## src/rtl/divide_unit_pkg.sv

```systemverilog
// Shared constants and state type for the multicycle restoring divider.
package divide_unit_pkg;

    localparam int DIV_WIDTH = 32;
    localparam int DIV_CNT_W = $clog2(DIV_WIDTH);
    localparam logic [DIV_WIDTH-1:0] DIV_ZERO_QUOTIENT = '1;

    typedef enum logic {
        IDLE = 1'b0,
        BUSY = 1'b1
    } div_state_e;

endpackage

```

## src/rtl/divide_unit_div_step.sv

```systemverilog
// One radix-2 restoring iteration: shift {rem, quo} left, trial-subtract the
// divisor, keep the difference and set the quotient bit when it is non-negative.
module div_step #(
    parameter int W = 32
) (
    input  logic [W-1:0] rem_i,
    input  logic [W-1:0] quo_i,
    input  logic [W-1:0] dvs_i,
    output logic [W-1:0] rem_o,
    output logic [W-1:0] quo_o
);

    logic        [W:0] shifted;
    logic signed [W:0] diff;

    // rem < divisor keeps the W+1-bit difference in signed range
    always_comb begin
        shifted = {rem_i, quo_i[W-1]};
        diff    = $signed(shifted) - $signed({1'b0, dvs_i});
        rem_o   = diff[W] ? shifted[W-1:0] : diff[W-1:0];
        quo_o   = {quo_i[W-2:0], ~diff[W]};
    end

endmodule

```

## src/rtl/divide_unit.sv

```systemverilog
// MIPS32 DIV/DIVU multicycle divider: Stall is high while iterating, results
// are registered. Define DIVIDE_FAST_ZERO_EN to finish a zero-divisor op in 1 cycle.
module divide_unit
    import divide_unit_pkg::*;
#(
    parameter int WIDTH = DIV_WIDTH
) (
    input  logic             clock,
    input  logic             reset,
    input  logic             OP_div,
    input  logic             OP_divu,
    input  logic [WIDTH-1:0] Dividend,
    input  logic [WIDTH-1:0] Divisor,
    output logic [WIDTH-1:0] Quotient,
    output logic [WIDTH-1:0] Remainder,
    output logic             Stall
);

    div_state_e           state_q, state_d;
    logic [DIV_CNT_W-1:0] cnt_q, cnt_d;
    logic                 negq_q, negq_d, negr_q, negr_d, zero_q, zero_d;
    logic [WIDTH-1:0]     rem_q, rem_d, quo_q, quo_d, dvs_q, dvs_d, dvd_q, dvd_d;
    logic [WIDTH-1:0]     quot_q, quot_d, remo_q, remo_d;
    logic [WIDTH-1:0]     rem_nx, quo_nx;
    logic                 dvd_neg, dvs_neg;

    function automatic logic [WIDTH-1:0] cond_neg(input logic neg, input logic [WIDTH-1:0] v);
        return neg ? (~v + 1'b1) : v;
    endfunction

    div_step #(.W(WIDTH)) u_step (
        .rem_i (rem_q),
        .quo_i (quo_q),
        .dvs_i (dvs_q),
        .rem_o (rem_nx),
        .quo_o (quo_nx)
    );

    always_comb begin
        state_d = state_q;
        cnt_d   = cnt_q;
        negq_d  = negq_q;
        negr_d  = negr_q;
        zero_d  = zero_q;
        rem_d   = rem_q;
        quo_d   = quo_q;
        dvs_d   = dvs_q;
        dvd_d   = dvd_q;
        quot_d  = quot_q;
        remo_d  = remo_q;
        dvd_neg = OP_div & Dividend[WIDTH-1];
        dvs_neg = OP_div & Divisor[WIDTH-1];
        case (state_q)
            IDLE: begin
                if (OP_div | OP_divu) begin
                    state_d = BUSY;
                    quo_d   = cond_neg(dvd_neg, Dividend);
                    dvs_d   = cond_neg(dvs_neg, Divisor);
                    dvd_d   = Dividend;
                    rem_d   = '0;
                    negq_d  = dvd_neg ^ dvs_neg;
                    negr_d  = dvd_neg;
                    zero_d  = (Divisor == '0);
                    cnt_d   = DIV_CNT_W'(WIDTH - 1);
`ifdef DIVIDE_FAST_ZERO_EN
                    if (Divisor == '0) cnt_d = '0;
`endif
                end
            end
            BUSY: begin
                rem_d = rem_nx;
                quo_d = quo_nx;
                if (cnt_q == '0) begin
                    state_d = IDLE;
                    // zero divisor overrides sign correction with the raw dividend
                    if (zero_q) begin
                        quot_d = WIDTH'(DIV_ZERO_QUOTIENT);
                        remo_d = dvd_q;
                    end else begin
                        quot_d = cond_neg(negq_q, quo_nx);
                        remo_d = cond_neg(negr_q, rem_nx);
                    end
                end else begin
                    cnt_d = cnt_q - 1'b1;
                end
            end
            default: state_d = IDLE;
        endcase
    end

    always_ff @(posedge clock or negedge reset) begin
        if (!reset) begin
            state_q <= IDLE;
            cnt_q   <= '0;
            negq_q  <= 1'b0;
            negr_q  <= 1'b0;
            zero_q  <= 1'b0;
            quot_q  <= '0;
            remo_q  <= '0;
        end else begin
            state_q <= state_d;
            cnt_q   <= cnt_d;
            negq_q  <= negq_d;
            negr_q  <= negr_d;
            zero_q  <= zero_d;
            quot_q  <= quot_d;
            remo_q  <= remo_d;
        end
    end

    always_ff @(posedge clock) begin
        rem_q <= rem_d;
        quo_q <= quo_d;
        dvs_q <= dvs_d;
        dvd_q <= dvd_d;
    end

    assign Quotient  = quot_q;
    assign Remainder = remo_q;
    assign Stall     = (state_q == BUSY);

endmodule

```

## config.mk

```make
export PLATFORM = sky130hd
export DESIGN_NAME = divide_unit
export DESIGN_NICKNAME = d
export VERILOG_FILES = /design/src/rtl/divide_unit_pkg.sv /design/src/rtl/divide_unit_div_step.sv /design/src/rtl/divide_unit.sv
export SDC_FILE = /design/constraint.sdc
export NUM_CORES = 1
export LEC_CHECK = 0
export CAP_MARGIN = 5
export CORE_AREA = 4 4 190 118
export DETAILED_ROUTE_END_ITERATION = 6
export DIE_AREA = 0 0 194 122
export GPL_TIMING_DRIVEN = 0
export HOLD_SLACK_MARGIN = 0.15
export PLACE_DENSITY = 0.95
export SLEW_MARGIN = 20
export SYNTH_ARGS = -nofsm -noshare
export SYNTH_HDL_FRONTEND = slang
export SYNTH_SLANG_ARGS = --single-unit
```

## constraint.sdc

```tcl
create_clock -name clock -period 13.3 [get_ports clock]
set_clock_uncertainty 0.05 [all_clocks]
set_input_delay 1.995 -clock clock [delete_from_list [all_inputs] [get_ports clock]]
set_output_delay 1.995 -clock clock [all_outputs]
set_load 0.01 [all_outputs]
```

* Word-level counts from Yosys, hierarchy flattened *
Index checks and enable logic that the tools add are counted.
W data, S select, Z words.

cells by class
  $add $sub $neg = 6
  reduce and logical (&&, ||, !) cells = 5
  bitwise operators = 10
  mux-type cells = 17
  equal/unequal tests = 2

operators by type and width
  kind                     count
  $mux W32                 9
  $add A32 B1 Y32 const B  4
  $not A32 Y32             4
  $pmux W32 S2             2
  $sub A33 B33 Y33         1
  $logic_not A32 Y1        1
  $mux W5                  2
  $pmux W5 S2              1
  $reduce_and A2 Y1        3
  $logic_not A5 Y1         1
  $sub A5 B1 Y5 const B    1
  $ne A2 B2 Y1 const B     2
  $and A1 B1 Y1            2
  $mux W1                  2
  $not A1 Y1               2
  $pmux W1 S2              1
  $or A1 B1 Y1             1
  $xor A1 B1 Y1            1

word-level totals
  output and inout port bits = 65
  register bits = 201
  logic and storage cells = 51

* Logic depth before layout (Yosys ltp) *
Gate-level depths: netlist of the first run.

  depth after elaboration = 6
  mapped depth = 23

* Cells and area by module *
A second synthesis of the first run with hierarchy kept.

second synthesis, totals
  cell total of the unflattened synthesis = 1283
  area, all modules = 12660.9 um^2

modules (own cells, without submodules)
  module       area each (um^2)  cells an instance  instances
  divide_unit  10172.3           941                1
  div_step     2488.6            342                1

* Worst setup path before layout of the first run *
Ideal clock, no wire load.

  kind = register to register
  from = reg rem_q[18]
  to = reg remo_q[28], in the netlist Remainder[28]
  slack = 8.471 ns
  path buffers = 3
  stages on the path, launching flop included = 21
  arrival = 4.701 ns
  cells stage by stage = edfxtp_1 -> ha_1 -> clkbuf_2 -> a21oi_1 -> o21ai_1 -> a211oi_1 -> o31ai_1 -> nor3_1 -> nor2_1 -> inv_2 -> clkbuf_1 -> clkbuf_1 -> nor2_1 -> a21oi_1 -> ha_1 -> inv_1 -> or3_1 -> o32a_1 -> a2111oi_4 -> mux2_1 -> a21oi_1

between the ends
  cells in the longest elaborated chain, start to end = 6

RTL lines
  item                    RTL line                    text
  start, declared         divide_unit.sv:22           logic [WIDTH-1:0] rem_q, rem_d, quo_q, quo_d, dvs_q, dvs_d, dvd_q, dvd_d;
  start signal, assigned  divide_unit.sv:112          rem_q <= rem_d;
  $sub A33 B33 Y33        divide_unit_div_step.sv:19  diff = $signed(shifted) - $signed({1'b0, dvs_i});
  $mux W32 *              divide_unit_div_step.sv:20  rem_o = diff[W] ? shifted[W-1:0] : diff[W-1:0];
  $not A32 Y32            divide_unit.sv:28           return neg ? (~v + 1'b1) : v;
  $add A32 B1 Y32         divide_unit.sv:28
  $mux W32 *              divide_unit.sv:28
  $mux W32 *              divide_unit.sv:76           if (zero_q) begin
  end signal, assigned    divide_unit.sv:107          remo_q <= remo_d;
  end, declared           divide_unit.sv:23           logic [WIDTH-1:0] quot_q, quot_d, remo_q, remo_d;

Mark *: on every way between the ends. The rest lies on a longest branch, timed or not.
A chain may end at the register's enable or synchronous reset.

* Final worst setup path of the first run *
  from = reg rem_q[18]
  to = reg remo_q[24], in the netlist Remainder[24]

The elaborated chain is that of the path after synthesis.

==> impl_metrics.prom, run 1 <==
# TYPE chip_impl_metric gauge
chip_impl_metric{name="layout-area-overhead-vs-synth",unit="%"} 19.04
chip_impl_metric{name="synthDistinctLibCells",unit=""} 76
chip_impl_metric{name="seq_area_frac_synth",unit=""} 0.4412
chip_impl_info{name="outcome",value="completed"} 1
chip_impl_metric{name="postSynthAreaPerCell",unit="um2"} 9.148
chip_impl_metric{name="start_util",unit=""} 0.6202
chip_impl_metric{name="postSynthRegisterBits",unit=""} 201
chip_impl_metric{name="post-place-cells",unit=""} 1818
chip_impl_metric{name="maxClockFrequency",unit="MHz"} 146.3
chip_impl_metric{name="placementRows",unit=""} 41
chip_impl_metric{name="htree_levels",unit=""} 1
chip_impl_metric{name="average_wire_length_per_cell_after_detail_routing",unit="um"} 22.63
chip_impl_metric{name="cp_max_fo",unit=""} 10
chip_impl_metric{name="peakVddDrop",unit="uV"} 190.9
chip_impl_metric{name="iteration_0_drc_count_of_the_detailed_router",unit=""} 2238
chip_impl_info{name="netlist_top_cells_area",value="sky130_fd_sc_hd__edfxtp_1 (30%), sky130_fd_sc_hd__dfrtp_1 (14%), sky130_fd_sc_hd__a21oi_1 (5.1%)"} 1
chip_impl_metric{name="clkSlewWorstSetupHoldPaths",unit="ps"} 70
chip_impl_metric{name="final_layout_size_suffix_gt1_frac",unit=""} 0.04692
chip_impl_metric{name="post_detailed_placement_half_perimeter_wirelength",unit="um"} 31450
chip_impl_metric{name="relSlewSlack",unit=""} 0.2775
chip_impl_metric{name="syn_nets",unit=""} 1512
chip_impl_metric{name="layout.nets",unit=""} 1669
chip_impl_metric{name="drt_drc_violations_left",unit=""} 0
chip_impl_metric{name="drt.antenna.violating_nets",unit=""} 0
chip_impl_metric{name="fin_setup_tns",unit="ps"} 0
chip_impl_metric{name="postCtsHoldBufs",unit=""} 0
chip_impl_metric{name="worstMarginPinSlew",unit="ps"} 1074
chip_impl_metric{name="cts_made_buffers",unit=""} 21
chip_impl_info{name="tritoncts",value="yes"} 1
chip_impl_metric{name="worst_ep_arrival_time",unit="ps"} 7240
chip_impl_metric{name="async_set_reset_flop_share_out_of_synthesis",unit=""} 0.3632
chip_impl_metric{name="post_synth_instance_area",unit="um2"} 12850
chip_impl_metric{name="maximum_number_of_pins_on_one_net_before_global_route_repair",unit=""} 45
chip_impl_metric{name="die_height",unit="um"} 122
chip_impl_metric{name="globalRoute.totalOverflow",unit=""} 0
chip_impl_metric{name="port_buffers",unit=""} 131
chip_impl_metric{name="grt_pass1_wl",unit="um"} 63870
chip_impl_info{name="hold_path.class",value="register to register"} 1
chip_impl_metric{name="fin_cells",unit=""} 1856
chip_impl_info{name="critical_path_start_end_classification",value="register to register"} 1
chip_impl_metric{name="critical_path.max_stage_delay",unit="ps"} 740
chip_impl_metric{name="grt_antenna_before_repair",unit=""} 1
chip_impl_info{name="crit_path_cell_trace",value="ha_1 -> clkbuf_2 -> nand2_1 -> o21ai_1 -> a211oi_1 -> o31ai_1 -> o21a_1 -> nor2_1 -> inv_2 -> clkbuf_1 -> clkbuf_1 -> nor2_1 -> a21oi_1 -> ha_1 -> inv_1 -> o41ai_1 -> o211ai_1 -> and3_1 -> o311ai_1 -> o21a_1"} 1
chip_impl_metric{name="placeableCoreArea",unit="um2"} 20720
chip_impl_metric{name="first_global_vias",unit=""} 11706
chip_impl_metric{name="period_minus_slack",unit="ps"} 6837
chip_impl_metric{name="global_route.usage.total",unit=""} 0.3379
chip_impl_metric{name="dieArea",unit="um2"} 23670
chip_impl_metric{name="gpl.final_weighted_congestion",unit=""} 1.005
chip_impl_info{name="crit_family",value="compound AO/OA/AOI/OAI gates"} 1
chip_impl_metric{name="cts.repair.resized",unit=""} 0
chip_impl_metric{name="yosysWarnings",unit=""} 0
chip_impl_metric{name="timing.critical_path.required",unit="ps"} 13700
chip_impl_metric{name="synth_top_cell_area_share",unit=""} 0.2990
chip_impl_info{name="ctsRootBufferMaster",value="sky130_fd_sc_hd__clkbuf_16"} 1
chip_impl_metric{name="drt_pass1_iterations",unit=""} 6
chip_impl_metric{name="post_drt_via_cell_ratio",unit=""} 6.726
chip_impl_metric{name="finalCritPeriodShare",unit=""} 0.5141
chip_impl_metric{name="power_dens_cells",unit="nW/um2"} 259.9
chip_impl_metric{name="clk_latency",unit="ps"} 530
chip_impl_metric{name="finalHoldViolCount",unit=""} 0
chip_impl_info{name="grt_setup_unrepaired",value="false"} 1
chip_impl_metric{name="leakage",unit="nW"} 5.918
chip_impl_info{name="crit_slowest_cell",value="sky130_fd_sc_hd__o41ai_1"} 1
chip_impl_metric{name="wirelength",unit="um"} 42000
chip_impl_metric{name="n_fill_cell",unit=""} 1491
chip_impl_metric{name="multi_input_area",unit="um2"} 6699
chip_impl_metric{name="synth_enable_flop_cells",unit=""} 128
chip_impl_metric{name="floorplan.io_pins",unit=""} 133
chip_impl_metric{name="vias",unit=""} 12483
chip_impl_metric{name="stdcell_area",unit="um2"} 15300
chip_impl_info{name="cp-start-kind",value="register"} 1
chip_impl_metric{name="area.sequential",unit="um2"} 5670
chip_impl_metric{name="post_cts_setup_bufs",unit=""} 0
chip_impl_metric{name="cts_num_sinks",unit=""} 201
chip_impl_metric{name="antenna-diode-count",unit=""} 0
chip_impl_metric{name="synth_cells",unit=""} 1405
chip_impl_info{name="synth_area_leader_cell",value="sky130_fd_sc_hd__edfxtp_1"} 1
chip_impl_metric{name="cp.buffers_inverters",unit=""} 5
chip_impl_metric{name="ctsLongestPathBuffers",unit=""} 3
chip_impl_metric{name="setup_viol",unit=""} 0
chip_impl_info{name="end_kind",value="register"} 1
chip_impl_metric{name="dpl_cell_area",unit="um2"} 14590
chip_impl_metric{name="floorplan.die.width",unit="um"} 194
chip_impl_metric{name="number_of_maximum_capacitance_constraint_violations",unit=""} 0
chip_impl_info{name="synth_flop_cell",value="sky130_fd_sc_hd__edfxtp_1"} 1
chip_impl_metric{name="drv_slew",unit=""} 0
[Yosys cell counts (all sizes together), types with 23 or more instances]
cell type  number
nor3           33
or3            26
nand2         137
mux2i          25
and2           23
edfxtp        128
a21oi         130
dfrtp          73
clkbuf         53
inv            57
xnor2          63
xor2           69
ha             38
nor2          140
o21ai         131
[routing by layer]
metal,wire length (um),vias to the layer above,GRT usage
met3,6774,129,0.1147
met1,17110,5875,0.5068
met5,8,-,0
li1,-,5446,-
met2,17000,1031,0.4712
met4,1111,2,0.08341
[worst paths after layout]
path	startpoint	slack (ps)	endpoint	cells past startpoint
worst min-delay path	Quotient[31]	430	Quotient[31]	2
min in group asynchronous	reset	1380	Quotient[30]	1
worst max register to register	rem_q[18]	6460	Remainder[24]	20
max in group asynchronous	reset	11240	Remainder[16]	2
worst min register to register	Quotient[31]	430	Quotient[31]	2
worst max-delay path	rem_q[18]	6460	Remainder[24]	20
[metrics by stage]
stage               power (mW)    util  hold WS (ps)  setup slack, ps
finish                   3.976  0.7383         427.3             6463
global route             4.174  0.7383         462.1             6349
CTS                      3.874  0.7383         434.1             7005
detailed placement       3.227  0.7038         418.2             7086
global placement         3.139  0.7003         409.2             7122
floorplan                2.495       -         412.4             8471
[flip-flops by register name (all words and copies together), names as in the netlist, 5 cells and up]
name       cells
quo_q         32
dvd_q         32
dvs_q         32
rem_q         32
Quotient      32
cnt_q          5
Remainder     32
[cells by family (layout without fill, tap and decap cells)]
logic type | after synthesis | after routing | synth area share
flops | 201 | 201 | 0.4412
mux | 28 | 28 | 0.02210
xor+xnor | 132 | 132 | 0.08994
simple gates | 477 | 477 | 0.1763
buf+inv | 125 | 297 | 0.03806
compound gates | 403 | 403 | 0.1939
fa+ha+maj | 39 | 39 | 0.03855
[final cells by class]
cell class,instances,area share
Buffer,68,0.01799
Clock buffer,26,0.03819
Multi-Input combinational cell,1079,0.4378
Clock inverter,12,0.008504
Tap cell,279,0.02281
Timing Repair Buffer,134,0.08995
Inverter,57,0.01415
Sequential cell,201,0.3706
[cells in the final DEF (no fill, tap or decap), types with 7 or more instances in the layout]
cell	instances
sky130_fd_sc_hd__clkbuf_16	21
sky130_fd_sc_hd__edfxtp_1	128
sky130_fd_sc_hd__nand3_1	22
sky130_fd_sc_hd__o21ai_0	122
sky130_fd_sc_hd__dfrtp_1	73
sky130_fd_sc_hd__clkdlybuf4s50_1	130
sky130_fd_sc_hd__nor4_1	18
sky130_fd_sc_hd__o31ai_1	19
sky130_fd_sc_hd__a211oi_1	13
sky130_fd_sc_hd__nand4_1	13
sky130_fd_sc_hd__mux2i_1	25
sky130_fd_sc_hd__a21o_1	11
sky130_fd_sc_hd__and2_1	21
sky130_fd_sc_hd__o21ai_1	9
sky130_fd_sc_hd__a21oi_1	130
sky130_fd_sc_hd__and3_1	13
sky130_fd_sc_hd__o211ai_1	14
sky130_fd_sc_hd__inv_1	55
sky130_fd_sc_hd__or3_1	25
sky130_fd_sc_hd__ha_1	38
sky130_fd_sc_hd__nor2_1	140
sky130_fd_sc_hd__buf_2	8
sky130_fd_sc_hd__a31oi_1	9
sky130_fd_sc_hd__clkbuf_1	52
sky130_fd_sc_hd__or2_2	7
sky130_fd_sc_hd__or4_1	15
sky130_fd_sc_hd__xnor2_1	63
sky130_fd_sc_hd__o41ai_1	15
sky130_fd_sc_hd__o21a_1	11
sky130_fd_sc_hd__xor2_1	69
sky130_fd_sc_hd__nor3_1	33
sky130_fd_sc_hd__nand2_1	137
sky130_fd_sc_hd__nand2b_1	11
[report_power, final]
part,total [mW],switching [mW],internal (mW)
clock,0.633,0.278,0.356
combinational,2.17,1.33,0.837
sequential,1.17,0.219,0.954
total,3.98,1.83,2.15
[worst reg2reg max path, delay by kind of cell, from the launching register on]
family                     cells  cell delay, ps
buffers and inverters          5            1610
adders and majority gates      2             700
AOI/OAI and AO/OA              9            3270
DFF                            1             480
and+or+nand+nor                4             640
Note: power is estimated with default switching activity, not from simulation.
==> inputs of run 2 (changes only) <==
- CORE_AREA: 4 4 190 118 -> 4 4 198 123
- DIE_AREA: 0 0 194 122 -> 0 0 202 127
- PLACE_DENSITY: 0.95 -> 0.89
- clock period: 13.3 -> 6.5 ns (I/O delays scaled with it)
==> run 2 against run 1 <==
  * The flow now finishes with violations (DRC)
  * Sequential power grew 100%
  * Sequential share of layout area down 0.18 points
  * Cell area rose by 0.49%
  * Via count decreased by 0.37%
  * Global-route usage is 3.1 points lower
  * Setup slack got worse by 6400 ps
  * First-iteration DRC count is 9.6% lower
  * Worst hold slack lost 71 ps
  * Largest cell class unchanged
==> impl_metrics.prom, run 2 (synthesis gave the netlist of run 1 again) <==
# TYPE chip_impl_metric gauge
chip_impl_info{name="outcome",value="complete, but fails checks"} 1
chip_impl_info{name="violations",value="DRC"} 1
chip_impl_metric{name="cts_num_sinks",unit=""} 201
chip_impl_info{name="layout_commonest_cell",value="sky130_fd_sc_hd__nor2_1"} 1
chip_impl_metric{name="power.internal",unit="mW"} 4.436
chip_impl_metric{name="cp_max_fo",unit=""} 10
chip_impl_metric{name="first_global_vias",unit=""} 11710
chip_impl_metric{name="dp_slack",unit="ps"} 281.4
chip_impl_metric{name="global_route.usage.total",unit=""} 0.3073
chip_impl_metric{name="worstMarginPinSlew",unit="ps"} 1152
chip_impl_metric{name="placementRows",unit=""} 43
chip_impl_metric{name="finalCritPeriodShare",unit=""} 0.9978
chip_impl_metric{name="finalHoldViolCount",unit=""} 0
chip_impl_metric{name="placeableCoreArea",unit="um2"} 22650
chip_impl_metric{name="grt_antenna_before_repair",unit=""} 1
chip_impl_metric{name="power_frac_comb",unit=""} 0.547
chip_impl_metric{name="dieArea",unit="um2"} 25650
chip_impl_metric{name="floorplan.io_pins",unit=""} 133
chip_impl_metric{name="critical_path.max_stage_delay",unit="ps"} 750
chip_impl_metric{name="layout-area-overhead-vs-synth",unit="%"} 19.62
chip_impl_metric{name="htree_levels",unit=""} 1
chip_impl_metric{name="pwr-share-clk",unit=""} 0.159
chip_impl_metric{name="leakage",unit="nW"} 5.931
chip_impl_metric{name="post_drt_via_cell_ratio",unit=""} 6.577
chip_impl_info{name="cp-start-kind",value="register"} 1
chip_impl_metric{name="drt_pass1_iterations",unit=""} 7
chip_impl_info{name="crit_path_cell_trace",value="ha_1 -> clkbuf_2 -> a21oi_1 -> o21ai_1 -> a211oi_1 -> o31ai_2 -> nor3_1 -> nor2_1 -> inv_2 -> clkbuf_1 -> mux2i_1 -> ha_1 -> inv_1 -> or3_1 -> o32a_1 -> a2111oi_4 -> mux2_1 -> a21oi_1"} 1
chip_impl_metric{name="clk_latency",unit="ps"} 510
chip_impl_metric{name="port_buffers",unit=""} 131
chip_impl_metric{name="worst_hold_slack",unit="ps"} 355.9
chip_impl_metric{name="average_wire_length_per_cell_after_detail_routing",unit="um"} 21.92
chip_impl_metric{name="final_layout_size_suffix_gt1_frac",unit=""} 0.04695
chip_impl_metric{name="worst_ep_arrival_time",unit="ps"} 6880
chip_impl_metric{name="postCtsHoldBufs",unit=""} 0
chip_impl_metric{name="maxClockFrequency",unit="MHz"} 154.2
chip_impl_metric{name="wirelength",unit="um"} 41460
chip_impl_metric{name="iteration_0_drc_count_of_the_detailed_router",unit=""} 2024
chip_impl_metric{name="ctsLongestPathBuffers",unit=""} 3
chip_impl_metric{name="dpl_cell_area",unit="um2"} 14630
chip_impl_metric{name="post-place-cells",unit=""} 1854
chip_impl_metric{name="period_minus_slack",unit="ps"} 6485
chip_impl_metric{name="drt_drc_violations_left",unit=""} 9
chip_impl_metric{name="vias",unit=""} 12437
chip_impl_metric{name="drt.antenna.violating_nets",unit=""} 0
chip_impl_metric{name="power_dens_cells",unit="nW/um2"} 529.2
chip_impl_info{name="crit_slowest_cell",value="sky130_fd_sc_hd__clkbuf_1"} 1
chip_impl_metric{name="fin_ws",unit="ps"} 14.58
chip_impl_metric{name="stdcell_area",unit="um2"} 15380
chip_impl_metric{name="post_detailed_placement_half_perimeter_wirelength",unit="um"} 30950
chip_impl_metric{name="share_seq_of_total_power",unit=""} 0.294
chip_impl_metric{name="globalRoute.totalOverflow",unit=""} 0
chip_impl_metric{name="clkSlewWorstSetupHoldPaths",unit="ps"} 70
chip_impl_metric{name="drv_slew",unit=""} 0
chip_impl_info{name="crit_family",value="compound AO/OA/AOI/OAI gates"} 1
chip_impl_metric{name="fin_setup_tns",unit="ps"} 0
chip_impl_metric{name="layout.nets",unit=""} 1669
chip_impl_metric{name="post-layout-total-power",unit="mW"} 8.137
chip_impl_metric{name="start_util",unit=""} 0.5675
chip_impl_metric{name="setup_viol",unit=""} 0
chip_impl_metric{name="timing.critical_path.required",unit="ps"} 6890
chip_impl_metric{name="maximum_number_of_pins_on_one_net_before_global_route_repair",unit=""} 45
chip_impl_metric{name="grt_pass1_wl",unit="um"} 63280
chip_impl_info{name="critical_path_start_end_classification",value="register to register"} 1
chip_impl_info{name="end_kind",value="register"} 1
chip_impl_metric{name="peakVddDrop",unit="uV"} 325.3
chip_impl_metric{name="gpl.final_weighted_congestion",unit=""} 1.035
chip_impl_metric{name="number_of_maximum_capacitance_constraint_violations",unit=""} 0
chip_impl_metric{name="netSwitchingPower",unit="mW"} 3.701
chip_impl_info{name="hold_path.class",value="input port to async pin"} 1
chip_impl_info{name="ctsRootBufferMaster",value="sky130_fd_sc_hd__clkbuf_16"} 1
chip_impl_metric{name="die_height",unit="um"} 127
chip_impl_info{name="tritoncts",value="yes"} 1
chip_impl_metric{name="cts_made_buffers",unit=""} 21
chip_impl_metric{name="cp.buffers_inverters",unit=""} 4
chip_impl_metric{name="floorplan.die.width",unit="um"} 202
chip_impl_metric{name="fin_cells",unit=""} 1891
chip_impl_info{name="layout.cells.most_common_list",value="sky130_fd_sc_hd__nor2_1 (140), sky130_fd_sc_hd__nand2_1 (137), sky130_fd_sc_hd__a21oi_1 (130), sky130_fd_sc_hd__clkdlybuf4s50_1 (130), sky130_fd_sc_hd__edfxtp_1 (128)"} 1
chip_impl_metric{name="power_switching_share",unit=""} 0.4548
chip_impl_metric{name="antenna-diode-count",unit=""} 0
chip_impl_metric{name="relSlewSlack",unit=""} 0.2249
chip_impl_metric{name="fin_util",unit=""} 0.6788
==> run 2: power groups by stage <==
stage               combinational (mW)  clock (mW)  sequential (mW)
floorplan                         2.77           0             2.34
global placement                  4.02           0             2.37
detailed placement                4.19           0             2.38
CTS                               4.25        1.29             2.37
global route                      4.77        1.35             2.42
finish                            4.45        1.30             2.39
==> run 2: final timing paths <==
| kind | endpoint | cells after the start | startpoint | slack, ps |
|---|---|---|---|---|
| setup / recovery | Remainder[28] | 18 | rem_q[18] | 10 |
| hold / removal | Quotient[0] | 1 | reset | 360 |
| setup reg to reg | Remainder[28] | 18 | rem_q[18] | 10 |
| hold reg to reg | Quotient[29] | 2 | Quotient[29] | 440 |
| max in group asynchronous | Quotient[31] | 2 | reset | 5460 |
| min in group clock | Quotient[29] | 2 | Quotient[29] | 440 |
==> run 2: area by class of cell <==
class,count,area [um2]
Fill cell,1678,7274
Multi-Input combinational cell,1079,6711
Tap cell,315,394.1
Sequential cell,201,5670
Clock inverter,7,87.58
Clock buffer,30,641.9
Inverter,57,216.5
Buffer,68,277.8
Timing Repair Buffer,134,1376
==> run 2: per-layer routing <==
metal / wire, um / vias up / share of wire / GRT usage
li1: - / 5441 / - / -
met1: 16710 / 5863 / 0.40 / 0.4545
met2: 16800 / 989 / 0.41 / 0.4327
met3: 6646 / 144 / 0.16 / 0.1068
met4: 1303 / 0 / 0.031 / 0.07992
met5: 0 / - / 0 / 0
==> run 2: timing repair <==
item                       in CTS  in global routing
setup endpoints to repair       0                  7
hold endpoints to repair        0                  0
setup buffers                   0                  0
resized for setup               0                  6
==> inputs of run 3 (changes only) <==
- ABC_AREA: unset -> 1
- CORE_AREA: 4 4 198 123 -> 4 4 201 125
- DIE_AREA: 0 0 202 127 -> 0 0 205 129
- PLACE_DENSITY: 0.89 -> 0.9
==> run 3 against run 2 <==
  * The flow now finishes without violations
  * Global-route usage is 3.9 points higher
  * Core utilization up 1.9 points
  * Sequential share of layout area down 1.5 points
  * Clock power fell by 8%
  * Worst hold slack worse by 24 ps
  * Flip-flop and latch count did not move
  * Setup slack improved by 1200 ps
  * Die area grew 3.1%
  * Final cell count is 22% higher
  * Largest cell class unchanged
  * Register-to-register slack better by 1200 ps
  * Critical endpoint is now Quotient[30]
  * Sequential power about the same
  * Non-clock buffer count down 20
==> impl_metrics.prom, run 3 <==
# TYPE chip_impl_metric gauge
chip_impl_info{name="synth_flop_cell",value="sky130_fd_sc_hd__edfxtp_1"} 1
chip_impl_metric{name="dpl_cell_area",unit="um2"} 15390
chip_impl_metric{name="fin_setup_tns",unit="ps"} 0
chip_impl_info{name="cp-start-kind",value="register"} 1
chip_impl_metric{name="clkSlewWorstSetupHoldPaths",unit="ps"} 70
chip_impl_metric{name="seq_area_frac_synth",unit=""} 0.4194
chip_impl_metric{name="peakVddDrop",unit="uV"} 298.0
chip_impl_metric{name="start_util",unit=""} 0.5885
chip_impl_metric{name="globalRoute.totalOverflow",unit=""} 0
chip_impl_metric{name="number_of_maximum_capacitance_constraint_violations",unit=""} 0
chip_impl_metric{name="fin_cells",unit=""} 2309
chip_impl_metric{name="drt_drc_violations_left",unit=""} 0
chip_impl_info{name="netlist_top_cells_area",value="sky130_fd_sc_hd__edfxtp_1 (28%), sky130_fd_sc_hd__nand2_1 (15%), sky130_fd_sc_hd__dfrtp_1 (14%)"} 1
chip_impl_metric{name="setup_viol",unit=""} 0
chip_impl_metric{name="finalHoldViolCount",unit=""} 0
chip_impl_metric{name="synthDistinctLibCells",unit=""} 56
chip_impl_metric{name="cp.buffers_inverters",unit=""} 5
chip_impl_metric{name="post_drt_via_cell_ratio",unit=""} 5.894
chip_impl_metric{name="maxClockFrequency",unit="MHz"} 188.0
chip_impl_metric{name="power.internal",unit="mW"} 4.435
chip_impl_metric{name="placeableCoreArea",unit="um2"} 22970
chip_impl_metric{name="cts.repair.resized",unit=""} 0
chip_impl_metric{name="maximum_number_of_pins_on_one_net_before_global_route_repair",unit=""} 45
chip_impl_metric{name="floorplan.io_pins",unit=""} 133
chip_impl_metric{name="gpl.final_weighted_congestion",unit=""} 1.063
chip_impl_metric{name="relSlewSlack",unit=""} 0.1994
chip_impl_metric{name="drt.antenna.violating_nets",unit=""} 0
chip_impl_metric{name="first_global_vias",unit=""} 12419
chip_impl_info{name="reg2reg_from",value="quo_q[31]"} 1
chip_impl_info{name="layout_commonest_cell",value="sky130_fd_sc_hd__nand2_1"} 1
chip_impl_metric{name="drv_slew",unit=""} 0
chip_impl_metric{name="ctsLongestPathBuffers",unit=""} 3
chip_impl_metric{name="dieArea",unit="um2"} 26450
chip_impl_metric{name="leakage",unit="nW"} 7.358
chip_impl_info{name="netlist_top_cells_count",value="sky130_fd_sc_hd__nand2_1 (529), sky130_fd_sc_hd__inv_1 (250), sky130_fd_sc_hd__nor2_1 (204), sky130_fd_sc_hd__edfxtp_1 (128), sky130_fd_sc_hd__nand3_1 (90)"} 1
chip_impl_metric{name="average_wire_length_per_cell_after_detail_routing",unit="um"} 20.12
chip_impl_metric{name="stdcell_area",unit="um2"} 16040
chip_impl_metric{name="yosysWarnings",unit=""} 0
chip_impl_metric{name="synth_cells",unit=""} 1819
chip_impl_metric{name="worstMarginPinSlew",unit="ps"} 1188
chip_impl_metric{name="dp_slack",unit="ps"} 1399
chip_impl_metric{name="postSynthAreaPerCell",unit="um2"} 7.433
chip_impl_metric{name="floorplan.die.width",unit="um"} 205
chip_impl_metric{name="pwr-share-clk",unit=""} 0.138
chip_impl_metric{name="grt_pass1_wl",unit="um"} 70350
chip_impl_info{name="ctsRootBufferMaster",value="sky130_fd_sc_hd__clkbuf_16"} 1
chip_impl_metric{name="final_layout_size_suffix_gt1_frac",unit=""} 0.05466
chip_impl_metric{name="finalCritPeriodShare",unit=""} 0.8185
chip_impl_metric{name="iteration_0_drc_count_of_the_detailed_router",unit=""} 2225
chip_impl_info{name="end_kind",value="register"} 1
chip_impl_metric{name="n_fill_cell",unit=""} 1883
chip_impl_metric{name="post_synth_instance_area",unit="um2"} 13520
chip_impl_metric{name="post-place-cells",unit=""} 2271
chip_impl_metric{name="async_set_reset_flop_share_out_of_synthesis",unit=""} 0.3632
chip_impl_metric{name="postSynthRegisterBits",unit=""} 201
chip_impl_info{name="post-synth-top-count-cell",value="sky130_fd_sc_hd__nand2_1"} 1
chip_impl_metric{name="worst_hold_slack",unit="ps"} 332.2
chip_impl_metric{name="vias",unit=""} 13610
chip_impl_metric{name="share_seq_of_total_power",unit=""} 0.274
chip_impl_metric{name="clk_latency",unit="ps"} 540
chip_impl_metric{name="power_switching_share",unit=""} 0.4900
chip_impl_metric{name="htree_levels",unit=""} 1
chip_impl_metric{name="power_dens_cells",unit="nW/um2"} 542.2
chip_impl_info{name="tritoncts",value="yes"} 1
chip_impl_metric{name="fin_ws",unit="ps"} 1180
chip_impl_metric{name="wirelength",unit="um"} 46460
chip_impl_metric{name="netSwitchingPower",unit="mW"} 4.261
chip_impl_metric{name="global_route.usage.total",unit=""} 0.3467
chip_impl_info{name="layout.cells.most_common_list",value="sky130_fd_sc_hd__nand2_1 (529), sky130_fd_sc_hd__inv_1 (250), sky130_fd_sc_hd__nor2_1 (204)"} 1
chip_impl_metric{name="die_height",unit="um"} 129
chip_impl_metric{name="synth_top_cell_area_share",unit=""} 0.2843
chip_impl_metric{name="grt_antenna_before_repair",unit=""} 1
chip_impl_info{name="critical_path_start_end_classification",value="register to register"} 1
chip_impl_metric{name="post_cts_setup_bufs",unit=""} 0
chip_impl_metric{name="syn_nets",unit=""} 1926
chip_impl_metric{name="drt_pass1_iterations",unit=""} 7
chip_impl_metric{name="postCtsHoldBufs",unit=""} 0
chip_impl_metric{name="port_buffers",unit=""} 132
chip_impl_info{name="synth_area_leader_cell",value="sky130_fd_sc_hd__edfxtp_1"} 1
chip_impl_metric{name="fin_util",unit=""} 0.6982
chip_impl_metric{name="antenna-diode-count",unit=""} 0
chip_impl_metric{name="placementRows",unit=""} 43
chip_impl_metric{name="timing.critical_path.required",unit="ps"} 6860
chip_impl_info{name="grt_setup_unrepaired",value="false"} 1
chip_impl_metric{name="layout.nets",unit=""} 2086
chip_impl_metric{name="critical_path.max_stage_delay",unit="ps"} 440
chip_impl_metric{name="cts_made_buffers",unit=""} 21
chip_impl_info{name="worst_path_most_repeated_cell",value="sky130_fd_sc_hd__nand2_1"} 1
chip_impl_metric{name="post-layout-total-power",unit="mW"} 8.696
chip_impl_info{name="hold_path.class",value="input port to async pin"} 1
chip_impl_info{name="outcome",value="completed"} 1
chip_impl_metric{name="cp_max_fo",unit=""} 10
chip_impl_metric{name="post_detailed_placement_half_perimeter_wirelength",unit="um"} 36730
chip_impl_metric{name="power_frac_comb",unit=""} 0.588
chip_impl_metric{name="worst_ep_arrival_time",unit="ps"} 5680
chip_impl_info{name="crit_family",value="simple AND/OR/NAND/NOR gates"} 1
chip_impl_info{name="crit_slowest_cell",value="sky130_fd_sc_hd__nor3_1"} 1
chip_impl_metric{name="layout-area-overhead-vs-synth",unit="%"} 18.63
chip_impl_info{name="critPathLaunch",value="quo_q[31]"} 1
chip_impl_metric{name="cts_num_sinks",unit=""} 201
chip_impl_metric{name="period_minus_slack",unit="ps"} 5320
chip_impl_metric{name="synth_enable_flop_cells",unit=""} 128
[run 3: cell count changes after synthesis, moves of 19 or more]
cell	delta
sky130_fd_sc_hd__inv_1	+194
sky130_fd_sc_hd__nand2_1	+392
sky130_fd_sc_hd__xnor2_1	-20
sky130_fd_sc_hd__nor2_1	+64
sky130_fd_sc_hd__o21ai_0	-35
sky130_fd_sc_hd__nand2_2	+29
sky130_fd_sc_hd__mux2i_1	-25
sky130_fd_sc_hd__or3_1	-26
sky130_fd_sc_hd__and2_1	-19
sky130_fd_sc_hd__xor2_1	-33
sky130_fd_sc_hd__nand3_1	+68
sky130_fd_sc_hd__a21oi_1	-57
[run 3: power groups by stage]
| stage | sequential [mW] | combinational [mW] | clock (mW) |
|---|---|---|---|
| 6_report | 2.39 | 5.11 | 1.20 |
| 2_1_floorplan | 2.33 | 3.26 | 0 |
| 3_5_place_dp | 2.38 | 4.90 | 0 |
| 3_3_place_gp | 2.37 | 4.72 | 0 |
| 5_1_grt | 2.42 | 5.61 | 1.25 |
| 4_1_cts | 2.36 | 4.94 | 1.19 |
[run 3: worst reg2reg max path: cells and delay by family, from the launching register on]
| kind | cells | cell delay [ps] |
|---|---|---|
| AO/OA/AOI/OAI | 4 | 650 |
| AND/OR/NAND/NOR | 16 | 2510 |
| XOR/XNOR | 1 | 160 |
| buffers and inverters | 5 | 670 |
| flip-flops | 1 | 360 |
| adder cells (fa/ha/maj) | 3 | 800 |
[run 3: cell type report]
| class | count | area [um2] | share of cell area |
|---|---|---|---|
| repair buffers | 137 | 1449 | 0.09033 |
| well taps | 315 | 394.1 | 0.02457 |
| inverters | 256 | 960.9 | 0.05991 |
| flip-flops and latches | 201 | 5670 | 0.3535 |
| clock inverters | 7 | 53.80 | 0.003354 |
| multi-input cells | 1317 | 6715 | 0.4187 |
| plain buffers | 45 | 197.7 | 0.01233 |
| clock buffers | 31 | 598.1 | 0.03729 |
[run 3: path summary, 6_finish.rpt]
check / endpoint / slack [ps] / cells after the start
min in group clock: Remainder[30] / 440 / 2
min reg2reg: Remainder[30] / 440 / 2
max: Quotient[30] / 1180 / 29
min: Quotient[1] / 330 / 1
max reg2reg: Quotient[30] / 1180 / 29
max in group asynchronous: cnt_q[2] / 5490 / 2
[run 3: logic make-up (layout without fill, tap and decap cells)]
kind of cell,Yosys count,after routing,synth area share
buffers and inverters,301,476,0.08569
adder cells (fa/ha/maj),39,39,0.03665
XOR/XNOR,79,79,0.05118
AO/OA/AOI/OAI,238,238,0.1042
AND/OR/NAND/NOR,961,961,0.3029
flip-flops,201,201,0.4194
[run 3: routing by layer]
layer  track usage  vias to the layer above  part of all wire  wire length [um]
met5             0                        -                 0                 0
met4       0.06612                        0             0.021               992
met3        0.1501                       94              0.18              8549
met2        0.4541                     1042              0.37             17170
met1        0.5316                     6252              0.43             19760
li1              -                     6222                 -                 -
